`config.mk`:
```
export PLATFORM = sky130hd
export DESIGN_NAME = alu_issue_ctrl
export DESIGN_NICKNAME = d
export VERILOG_FILES = /design/src/rtl/alu_issue_ctrl.sv
export SDC_FILE = /design/constraint.sdc
export NUM_CORES = 1
export LEC_CHECK = 0
export BUFFER_PORTS_ARGS = -buffer_cell sky130_fd_sc_hd__buf_2
export CORE_MARGIN = 1
export CORE_UTILIZATION = 46
export CTS_CLUSTER_DIAMETER = 100
export DETAILED_ROUTE_END_ITERATION = 8
export PLACE_DENSITY = 0.9
export SLEW_MARGIN = 40
export SYNTH_ARGS = -nofsm -noshare
export SYNTH_HDL_FRONTEND = slang
export SYNTH_SLANG_ARGS = --single-unit
export TNS_END_PERCENT = 30
```
`constraint.sdc`:
```
create_clock -name clk -period 2.18 [get_ports clk]
set_input_delay 0.218 -clock clk [delete_from_list [all_inputs] [get_ports clk]]
set_output_delay 0.218 -clock clk [all_outputs]
set_load 0.02 [all_outputs]
```
`src/rtl/alu_issue_ctrl.sv`:
```
// Issues one decoded MIPS R-type / SPECIAL2 operation to an external combinational
// ALU and returns the registered result with a sticky, op-masked NZCV status.
module alu_issue_ctrl #(
  parameter int DATA_W = 32,
  parameter int CNT_W  = 16
) (
  input  logic              clk,
  input  logic              rst_n,
  input  logic              in_valid,
  output logic              in_ready,
  input  logic [31:0]       instr,
  input  logic [DATA_W-1:0] rs_val,
  input  logic [DATA_W-1:0] rt_val,
  output logic [4:0]        alu_opcode,
  output logic [DATA_W-1:0] alu_a,
  output logic [DATA_W-1:0] alu_b,
  input  logic [DATA_W-1:0] alu_result,
  input  logic              alu_c,
  input  logic              alu_n,
  input  logic              alu_z,
  input  logic              alu_v,
  output logic              out_valid,
  input  logic              out_ready,
  output logic [DATA_W-1:0] out_result,
  output logic [3:0]        out_flags,
  output logic              out_illegal,
  output logic              out_exc,
  output logic [CNT_W-1:0]  retired
);

  typedef enum logic [1:0] {IDLE, EXEC, RESP} state_t;

  localparam logic [4:0] OP_AND  = 5'd0,  OP_OR   = 5'd1,  OP_XOR  = 5'd2,  OP_NOR = 5'd3;
  localparam logic [4:0] OP_SLL  = 5'd5,  OP_SRL  = 5'd7,  OP_ADDU = 5'd8,  OP_SUBU = 5'd9;
  localparam logic [4:0] OP_ADD  = 5'd10, OP_SUB  = 5'd11, OP_SLT  = 5'd12, OP_SLTU = 5'd13;
  localparam logic [4:0] OP_CLO  = 5'd14, OP_CLZ  = 5'd15;
  localparam int FN = 3, FZ = 2, FC = 1, FV = 0;
  localparam int PADW = DATA_W - 5;

  state_t              state_q, state_d;
  logic [4:0]          op_q, op_d;
  logic [DATA_W-1:0]   a_q, a_d, b_q, b_d;
  logic [DATA_W-1:0]   result_q, result_d;
  logic [3:0]          flags_q, flags_d;
  logic                illegal_q, illegal_d;
  logic                exc_q, exc_d;
  logic [CNT_W-1:0]    retired_q, retired_d;

  logic [5:0]          opc, funct;
  logic [4:0]          shamt;
  logic                dec_legal;
  logic [4:0]          dec_op;
  logic [DATA_W-1:0]   dec_a, dec_b;
  logic                unused_instr;

  assign opc          = instr[31:26];
  assign funct        = instr[5:0];
  assign shamt        = instr[10:6];
  assign unused_instr = ^instr[25:11];

  // Shifts take the value from rt and the amount from shamt or rs[4:0]
  always_comb begin
    dec_legal = 1'b1;
    dec_op    = OP_AND;
    dec_a     = rs_val;
    dec_b     = rt_val;
    if (opc == 6'h00) begin
      case (funct)
        6'h24: dec_op = OP_AND;
        6'h25: dec_op = OP_OR;
        6'h26: dec_op = OP_XOR;
        6'h27: dec_op = OP_NOR;
        6'h00: begin dec_op = OP_SLL; dec_a = rt_val; dec_b = {{PADW{1'b0}}, shamt}; end
        6'h04: begin dec_op = OP_SLL; dec_a = rt_val; dec_b = {{PADW{1'b0}}, rs_val[4:0]}; end
        6'h02: begin dec_op = OP_SRL; dec_a = rt_val; dec_b = {{PADW{1'b0}}, shamt}; end
        6'h06: begin dec_op = OP_SRL; dec_a = rt_val; dec_b = {{PADW{1'b0}}, rs_val[4:0]}; end
        6'h21: dec_op = OP_ADDU;
        6'h23: dec_op = OP_SUBU;
        6'h20: dec_op = OP_ADD;
        6'h22: dec_op = OP_SUB;
        6'h2A: dec_op = OP_SLT;
        6'h2B: dec_op = OP_SLTU;
        default: dec_legal = 1'b0;
      endcase
    end else if (opc == 6'h1C) begin
      dec_b = '0;
      case (funct)
        6'h21: dec_op = OP_CLO;
        6'h20: dec_op = OP_CLZ;
        default: dec_legal = 1'b0;
      endcase
    end else begin
      dec_legal = 1'b0;
    end
  end

  always_comb begin
    state_d   = state_q;
    op_d      = op_q;
    a_d       = a_q;
    b_d       = b_q;
    result_d  = result_q;
    flags_d   = flags_q;
    illegal_d = illegal_q;
    exc_d     = exc_q;
    retired_d = retired_q;
    case (state_q)
      IDLE: begin
        if (in_valid) begin
          illegal_d = ~dec_legal;
          exc_d     = 1'b0;
          if (dec_legal) begin
            op_d    = dec_op;
            a_d     = dec_a;
            b_d     = dec_b;
            state_d = EXEC;
          end else begin
            // ALU inputs are left untouched so the ALU sees no new operation
            result_d = '0;
            state_d  = RESP;
          end
        end
      end
      EXEC: begin
        result_d = alu_result;
        if (op_q == OP_SLL || op_q == OP_SRL || op_q == OP_ADDU || op_q == OP_SUBU)
          flags_d[FC] = alu_c;
        if (op_q == OP_ADD || op_q == OP_SUB) begin
          flags_d[FN] = alu_n;
          flags_d[FZ] = alu_z;
          flags_d[FV] = alu_v;
          exc_d       = alu_v;
        end
        state_d = RESP;
      end
      RESP: begin
        if (out_ready) begin
          state_d = IDLE;
          if (!illegal_q) retired_d = retired_q + CNT_W'(1);
        end
      end
      default: state_d = IDLE;
    endcase
  end

  always_ff @(posedge clk or negedge rst_n) begin
    if (!rst_n) begin
      state_q   <= IDLE;
      op_q      <= '0;
      a_q       <= '0;
      b_q       <= '0;
      result_q  <= '0;
      flags_q   <= '0;
      illegal_q <= 1'b0;
      exc_q     <= 1'b0;
      retired_q <= '0;
    end else begin
      state_q   <= state_d;
      op_q      <= op_d;
      a_q       <= a_d;
      b_q       <= b_d;
      result_q  <= result_d;
      flags_q   <= flags_d;
      illegal_q <= illegal_d;
      exc_q     <= exc_d;
      retired_q <= retired_d;
    end
  end

  assign in_ready    = (state_q == IDLE);
  assign out_valid   = (state_q == RESP);
  assign alu_opcode  = op_q;
  assign alu_a       = a_q;
  assign alu_b       = b_q;
  assign out_result  = result_q;
  assign out_flags   = flags_q;
  assign out_illegal = illegal_q;
  assign out_exc     = exc_q;
  assign retired     = retired_q;

endmodule

```
==> results.cfg, run 1 <==
[run_status]
status = finished clean

[setup_path]
crit_start = state_q[1]$_DFFE_PN0P_
worst-path-buf-inv = 2
critPathMaxFanout = 101
crit_end = alu_a[13]$_DFFE_PN0P_
crit_path_start_kind = flip-flop
cp_top_family = simple AND/OR/NAND/NOR gates
slowest_delay_ns = 0.52
reg2reg_to = alu_a[13]$_DFFE_PN0P_
path_depth = 6
r2r_cells = 6
cp-end-kind = flip-flop
crit_slowest_cell = or3b_1
regToRegStartpoint = state_q[1]$_DFFE_PN0P_
ff2ff_setup_slack_ns = 0.36
cp.required_ns = 2.45
crit_chain = or3b_1 -> clkinv_1 -> o21ai_4 -> buf_12 -> nand2_1 -> o21ai_0
path_class = reg -> reg
critical_path_arrival_ns = 2.09

[floorplanning]
initial_utilization_pct = 47.32
die_y_um = 110.4
placementRows = 39
core_area_um2 = 11420
die_x_um = 110.4
io_pins = 261
dieArea_um2 = 12180

[sta]
rsz0062_at_grt = false
tns_ns = 0
min_period_ns = 1.821
finalCritPeriodShare_pct = 83.52
clock_skew_ns = 0.01349
slew_viol_final = 0
max_freq_ghz = 0.5492
worst_slew_pin_slew_ns = 0.6769
final_hold_viol_count = 0
setup_viol = 0
slew_headroom_pct = 54.87
worst_slack_ns = 0.3592
hold_ws_ns = 0.01488

[logic_synthesis]
post-synth-top-area-fraction_pct = 57.43
netlist_top_cells_area = dfrtp_1, nand2_1, mux2i_1
synthDistinctLibCells = 43
syn-cell-area_um2 = 5403
ys_seq_area_share_pct = 57.43
yosys-top-cells-count = nand2_1, dfrtp_1, o21ai_1
netlist_instances = 562
syn-mean-instance-area_um2 = 9.613
ys_async_sr_fraction_pct = 100.0
yosysTopAreaCell = dfrtp_1
synth_warnings = 0
synth_enable_flop_cells = 0
ys.flop_type = dfrtp_1
synth_fp_nets = 699
synth.most_common_cell = nand2_1
ys_ff_latch = 124

[place]
portBuffers = 244
place_worst_setup_slack_ns = 0.1472
gp_congestion = 0.8189
hpwl_mm = 9.898

[min_path]
hold_start = alu_result[20]
hp-class = in -> reg

[global_route]
grt_pass1_vias = 4512
antenna_found_initial = 0
grt_use_total_pct = 22.84
gr-total-overflow = 0
grt_max_degree = 125
grt_pass1_wl_mm = 20.99

[cells_and_area]
area_delta_synth_final_pct = 37.68
antenna_cells = 0
final_core_util_pct = 65.14
layout.nets = 941
drive_gt1_share_pct = 36.60

[clocking]
clock_latency_ns = 0.41
cts_resized = 0
cts_tree = done
clk_path_buf_depth = 2
hold_buffers = 1
cts_made_buffers = 17
numClockSinks = 124
post_cts_buffers = 0
ctsHtreeMaxLevel = 4
path_clk_slew_ns = 0.05
cts-root-buf = clkbuf_16

[power]
powerDensity_nw_per_um2 = 801.2
p_leak_nw = 4.256
ir_worst_vdd_v = 0.0006491

[drt]
wl_per_cell_um = 14.54
routed_wl_mm = 13.96
drtIter0Drc = 281
drt-vias-per-instance = 5.094
drc = 0
vias = 4890
first_pass_iters = 4
ant_nets = 0

[flow_run]
drv_cap = 0
-- layout make-up --
type,instances,area [um^2]
Tap cell,143,178.9
Clock buffer,21,470.5
Inverter,8,30.03
Sequential cell,124,3103
Multi-Input combinational cell,395,2133
Clock inverter,11,141.4
Fill cell,896,3980
Timing Repair Buffer,258,1381
-- kinds of logic after synthesis --
group                    Yosys count  share of synthesized area (%)
AND/OR/NAND/NOR                  245                          19.45
flip-flops                       124                          57.43
AO/OA/AOI/OAI                     92                          9.148
buffers and inverters             43                          3.543
multiplexers                      41                          7.689
XOR/XNOR                          15                          2.432
adder cells (fa/ha/maj)            1                         0.2316
other                              1                        0.06941
-- tightest hold or removal path, cell delays in order --
cell and delay, ns:
buf_2 0.07, nand2_1 0.03, o21ai_1 0.06
-- cells in the final DEF, fill, tap and decap left out, types with 4 or more instances in the layout --
cell,netlist,layout
buf_2,18,243
nand2_1,167,167
dfrtp_1,124,124
o21ai_1,47,46
mux2i_1,37,37
nand3_1,38,37
o21ai_0,30,30
clkbuf_16,0,17
nor2_1,12,12
xnor2_1,10,10
buf_4,2,10
nor3_1,6,6
a31oi_1,6,6
inv_1,5,5
xor2_1,5,5
and3_1,4,4
mux2_2,4,4
clkinv_2,0,4
buf_12,0,4
-- power by group --
group	switching, mW	internal, mW
combinational	0.368	0.253
clock	0.969	1.88
sequential	0.0935	2.40
-- registers in the layout, indices dropped and copies added, names as in the netlist --
register     count
out_exc          1
out_result      32
alu_b           32
alu_opcode       4
alu_a           32
retired         16
state_q          2
out_flags        4
out_illegal      1
-- metrics by stage --
| step | instance area [um^2] | power (mW) | cells |
|---|---|---|---|
| after floorplan | 5403 | 2.807 | 562 |
| after global placement | 6817 | 3.126 | 927 |
| after detailed placement | 6817 | 3.146 | 927 |
| after CTS | 7438 | 6.019 | 960 |
| after global routing | 7438 | 6.206 | 960 |
| final | 7438 | 5.960 | 960 |
-- worst min path at each step --
stage,cells past startpoint,end,slack [ns]
final,3,out_result[20]$_DFFE_PN0P_,0.01
after global routing,3,out_result[14]$_DFFE_PN0P_,0.03
after CTS,3,out_result[20]$_DFFE_PN0P_,0.005
after detailed placement,2,alu_b[23]$_DFFE_PN0P_,0.37
after global placement,2,alu_b[28]$_DFFE_PN0P_,0.37
after floorplan,0,alu_a[0]$_DFFE_PN0P_,-0.08
-- metal layers --
layer	vias up	global-route usage, %	wire length (um)
li1	2372	-	-
met1	2306	26.61	5761
met2	195	38.86	6897
met3	17	6.643	1088
met4	0	10.34	211
met5	-	0	0
(Power assumes the default switching activity.)
==> run 2, diff against run 1 <==
Settings changed: CORE_UTILIZATION 46 to 42, PLACE_DENSITY 0.9 to 0.87.
Clock period 2.18 ns to 1.6 ns, I/O delays scaled along.
==> run 2 against run 1 <==
Net effect:
- the run now ends with negative setup slack left
- worst setup slack worse by 0.36 ns
- via count up 11%
- sequential power up 36%
- sequential share of layout area down 4.5 points
- critical path depth unchanged
- highest routed layer unchanged
- first-iteration DRC count up 12%
- critical endpoint is now retired[11]$_DFFE_PN0P_
- maximum frequency up 13%
- global-route usage up 2.0 points
- register-to-register slack worse by 0.36 ns
- utilization up 1.2 points
- combinational power up 72%
- count of clock-buffer cells in the layout down 1
==> results.cfg, run 2 (synthesis gave the netlist of run 1 again) <==
[setup_path]
crit_path_start_kind = flip-flop
slowest_delay_ns = 0.40
crit_chain = nor4bb_1 -> buf_4 -> nand4_1 -> nor3_2 -> buf_4 -> xor2_1
cp-end-kind = flip-flop
crit_slowest_cell = dfrtp_1
cp_top_family = simple AND/OR/NAND/NOR gates
path_class = reg -> reg
regToRegStartpoint = state_q[0]$_DFFE_PN0P_
critical_path_arrival_ns = 1.95
cpMostUsedCell = buf_4
reg2reg_to = retired[11]$_DFFE_PN0P_
worst-path-buf-inv = 2
r2r_cells = 6
cp.required_ns = 1.94
critPathMaxFanout = 4
ff2ff_setup_slack_ns = -0.005

[clocking]
cts_tree = done
cts_made_buffers = 17
clk_path_buf_depth = 2
ctsHtreeMaxLevel = 4
numClockSinks = 124
path_clk_slew_ns = 0.06
clock_latency_ns = 0.42
cts-root-buf = clkbuf_16

[cells_and_area]
multiInputGateArea_um2 = 2138
antenna_cells = 0
mostFrequentLayoutCells = buf_2, nand2_1, dfrtp_1
final_core_util_pct = 66.30
layout.nets = 1023
regArea_um2 = 3104
final_area_um2 = 8333
n_fill_cell = 904
area_delta_synth_final_pct = 54.24
layout_commonest_cell = buf_2
drive_gt1_share_pct = 35.93
stdcell_count = 1071

[floorplanning]
io_pins = 261
dieArea_um2 = 13320
die_x_um = 115.4
core_area_um2 = 12570
die_y_um = 115.4
initial_utilization_pct = 42.99
placementRows = 41

[drt]
routed_wl_mm = 16.58
drt-vias-per-instance = 5.056
drc = 0
ant_nets = 0
drtIter0Drc = 315
wl_per_cell_um = 15.48
first_pass_iters = 5
vias = 5415

[place]
dpl_cell_area_um2 = 7074
portBuffers = 244
dp_cells = 977
gp_congestion = 0.8142
place_worst_setup_slack_ns = -0.1793
hpwl_mm = 10.74

[global_route]
grt_pass1_vias = 5271
grt_use_total_pct = 24.85
antenna_found_initial = 0
grt_max_degree = 51
gr-total-overflow = 0
grt_pass1_wl_mm = 25.13

[sta]
setup_viol = 3
worst_slack_ns = -0.004603
final_hold_viol_count = 0
clock_skew_ns = 0.01077
finalCritPeriodShare_pct = 100.3
slew_viol_final = 0
max_freq_ghz = 0.6232
hold_ws_ns = 0.01940
min_period_ns = 1.605
rsz0062_at_grt = true

[min_path]
hold_depth = 2
hold_start = alu_n
whs_endpoint = out_flags[3]$_DFFE_PN0P_
hp-class = in -> reg

[run_status]
violations = negative setup slack
status = complete, but fails checks

[power]
ir_worst_vdd_v = 0.0005372
powerDensity_nw_per_um2 = 1010
p_leak_nw = 4.649

[flow_run]
drv_cap = 0
==> run 2: worst max path at each step <==
stage,start,endpoint,cells after the start,slack [ns]
2_1_floorplan,out_illegal$_DFFE_PN0P_,retired[13]$_DFFE_PN0P_,6,-0.09
3_3_place_gp,instr[27],state_q[1]$_DFFE_PN0P_,7,-0.11
3_5_place_dp,instr[4],out_result[18]$_DFFE_PN0P_,8,-0.18
4_1_cts,state_q[0]$_DFFE_PN0P_,retired[11]$_DFFE_PN0P_,6,-0.03
5_1_grt,state_q[0]$_DFFE_PN0P_,retired[11]$_DFFE_PN0P_,6,-0.13
6_report,state_q[0]$_DFFE_PN0P_,retired[11]$_DFFE_PN0P_,6,-0.005
==> run 2: final cells by class <==
cell class              count  area share (%)
flip-flops and latches    124           37.25
repair buffers            340           26.73
multi-input cells         395           25.66
clock buffers              20           5.480
well taps                 172           2.583
clock inverters            12           1.937
inverters                   8          0.3604
==> run 2: repair_timing <==
action,CTS,global route
gates cloned,0,1
buffers inserted,0,0
setup endpoints to repair,4,23
pin swaps,0,1
hold buffers,61,0
resized for setup,1,7
hold endpoints to repair,114,0
==> run 2: stage by stage <==
stage	total power, mW	TNS (ns)
floorplan	3.831	-0.1703
global placement	4.328	-6.696
detailed placement	4.358	-10.47
CTS	8.457	-0.05636
global route	8.712	-1.408
finish	8.413	-0.005783
==> run 2: per-layer routing <==
metal  part of all wire (%)  track usage, %  vias up
met5                      0               0        -
met4                    2.3           12.99        0
met3                    7.2           6.590       30
met2                     50           42.59      255
met1                     40           28.56     2591
li1                       -               -     2539
==> run 2: where the power goes <==
part / internal, mW / total, mW / leakage [nW] / switching, mW
clock network: 2.55 / 3.97 / 0.294 / 1.43
registers: 3.27 / 3.38 / 1.69 / 0.111
logic: 0.488 / 1.07 / 2.66 / 0.577
==> run 3, diff against run 2 <==
Settings changed: ABC_AREA set to 1, CORE_UTILIZATION 42 to 44, PLACE_DENSITY 0.87 to 0.88.
==> run 3 against run 2 <==
Net effect:
- the flow now finishes without violations
- die area is 8.2% higher
- clock power is 13% lower
- sequential power is 3% lower
- non-clock buffer count is 32 lower
- combinational power is 19% lower
- routed wire length is 7.4% higher
- utilization is 2.0 points lower
- critical path type unchanged
- critical endpoint is now retired[14]$_DFFE_PN0P_
- largest power group unchanged
- highest routed layer unchanged
==> results.cfg, run 3 <==
[global_route]
grt_max_degree = 61
gr-total-overflow = 0
grt_use_total_pct = 25.18
grt_pass1_vias = 6001
grt_pass1_wl_mm = 28.44
antenna_found_initial = 2

[clocking]
ctsHtreeMaxLevel = 4
cts_made_buffers = 17
cts-root-buf = clkbuf_16
cts_tree = done
numClockSinks = 124
clk_path_buf_depth = 2
clock_latency_ns = 0.41
path_clk_slew_ns = 0.05

[setup_path]
crit_chain = ha_2 -> inv_1 -> nor3_4 -> nand3_1 -> nand2_1 -> nand2_1 -> nand2_1 -> o21ai_0
crit_slowest_cell = dfrtp_1
path_class = reg -> reg
worst-path-buf-inv = 1
critPathMaxFanout = 5
slowest_delay_ns = 0.41
critical_path_arrival_ns = 1.73
cp_top_family = simple AND/OR/NAND/NOR gates
cpMostUsedCell = nand2_1
crit_path_start_kind = flip-flop
cp.required_ns = 1.87
cp-end-kind = flip-flop

[floorplanning]
initial_utilization_pct = 45.75
dieArea_um2 = 14410
die_x_um = 120.0
io_pins = 261
placementRows = 42
core_area_um2 = 13400
die_y_um = 120.0

[drt]
drc = 0
first_pass_iters = 6
drt-vias-per-instance = 4.923
drtIter0Drc = 421
routed_wl_mm = 17.80
vias = 6405
ant_nets = 0
wl_per_cell_um = 13.68

[sta]
clock_skew_ns = 0.008325
hold_ws_ns = 0.03147
slew_viol_final = 0
final_hold_viol_count = 0
worst_slew_pin_slew_ns = 0.6062
max_freq_ghz = 0.6886
finalCritPeriodShare_pct = 90.77
setup_viol = 0
rsz0062_at_grt = false
slew_headroom_pct = 59.58
tns_ns = 0
min_period_ns = 1.452
worst_slack_ns = 0.1477

[logic_synthesis]
ys_seq_area_share_pct = 50.61
post-synth-top-area-fraction_pct = 50.61
syn-cell-area_um2 = 6131
netlist_top_cells_area = dfrtp_1, nand2_1, nand3_1
yosys-top-cells-count = nand2_1, dfrtp_1, inv_1
synth.most_common_cell = nand2_1
ys_async_sr_fraction_pct = 100.0
ys_ff_latch = 124
syn-mean-instance-area_um2 = 7.477
synth_enable_flop_cells = 0
synth_fp_nets = 957
synthDistinctLibCells = 31
netlist_instances = 820
synth_warnings = 0
ys.flop_type = dfrtp_1
yosysTopAreaCell = dfrtp_1

[power]
p_leak_nw = 5.262
ir_worst_vdd_v = 0.0006915
power_mw = 7.602
powerDensity_nw_per_um2 = 882.7

[cells_and_area]
area_delta_synth_final_pct = 40.47
mostFrequentLayoutCells = nand2_1, buf_2, dfrtp_1
drive_gt1_share_pct = 28.58
layout.nets = 1250
n_fill_cell = 1089
final_area_um2 = 8612
layout_commonest_cell = nand2_1

[place]
dpl_cell_area_um2 = 7680
gp_congestion = 0.8808
place_worst_setup_slack_ns = 0.03520
portBuffers = 244
hpwl_mm = 12.04

[min_path]
hp-class = in -> reg

[flow_run]
drv_cap = 0

[run_status]
status = finished clean
-- run 3: stage by stage --
stage	cells	utilization [%]
floorplan	820	-
global placement	1233	57.31
detailed placement	1233	57.31
CTS	1299	64.04
global route	1300	64.25
finish	1301	64.27
-- run 3: power by group --
group          internal [mW]  total [mW]  switching, mW
Clock                   2.17        3.46           1.28
Sequential              3.22        3.28         0.0541
Combinational          0.369       0.866          0.497
-- run 3: area by class of cell --
class / count / area [um^2] / share of cell area [%]
inverters: 64 / 240.2 / 2.789
clock inverters: 8 / 71.32 / 0.8281
multi-input cells: 598 / 2589 / 30.06
repair buffers: 308 / 1922 / 22.32
well taps: 176 / 220.2 / 2.557
diodes: 2 / 5.005 / 0.05811
flip-flops and latches: 124 / 3104 / 36.05
clock buffers: 21 / 460.4 / 5.347
-- run 3: what timing repair did --
action                                 4_1_cts  5_1_grt
gates resized for setup                      0        7
endpoints found under the hold margin       68        0
buffers inserted                             0        0
hold buffers                                37        0
setup endpoints to repair                    0       31
-- run 3: worst paths after layout --
kind                                        start                 endpoint  slack (ns)  depth (start not counted)
min                                         alu_v      out_exc$_DFFE_PN0P_        0.03                          3
max in group asynchronous                   rst_n  retired[12]$_DFFE_PN0P_        0.70                          3
max reg2reg                retired[1]$_DFFE_PN0P_  retired[14]$_DFFE_PN0P_        0.15                          8
min in group asynchronous                   rst_n    alu_a[10]$_DFFE_PN0P_        0.30                          2
min reg2reg                  alu_a[3]$_DFFE_PN0P_     alu_a[3]$_DFFE_PN0P_        0.47                          2
max                        retired[1]$_DFFE_PN0P_  retired[14]$_DFFE_PN0P_        0.15                          8
-- run 3: layer usage --
metal  track usage, %  vias up  wire (um)
met5                0        -          0
met4            9.531        0        374
met3            6.749       32       1417
met2            42.96      322       8732
met1            30.18     2916       7273
li1                 -     3135          -
-- run 3: worst reg2reg max path, stage by stage (launching register included) --
cell and delay [ns]:
dfrtp_1 0.41, ha_2 0.21, inv_1 0.10, nor3_4 0.17, nand3_1 0.11, nand2_1 0.09
nand2_1 0.06, nand2_1 0.06, o21ai_0 0.11
-- run 3: logic make-up (layout without fill, tap and decap cells) --
kind of cell	Yosys count	after routing	share of synthesized area, %
DFF	124	124	50.61
adders and majority gates	1	1	0.2040
xor gates and xnor gates	9	9	1.286
and+or+nand+nor	542	542	36.18
other	1	3	0.06117
AOI/OAI and AO/OA	45	45	4.021
buffers and inverters	98	401	7.633
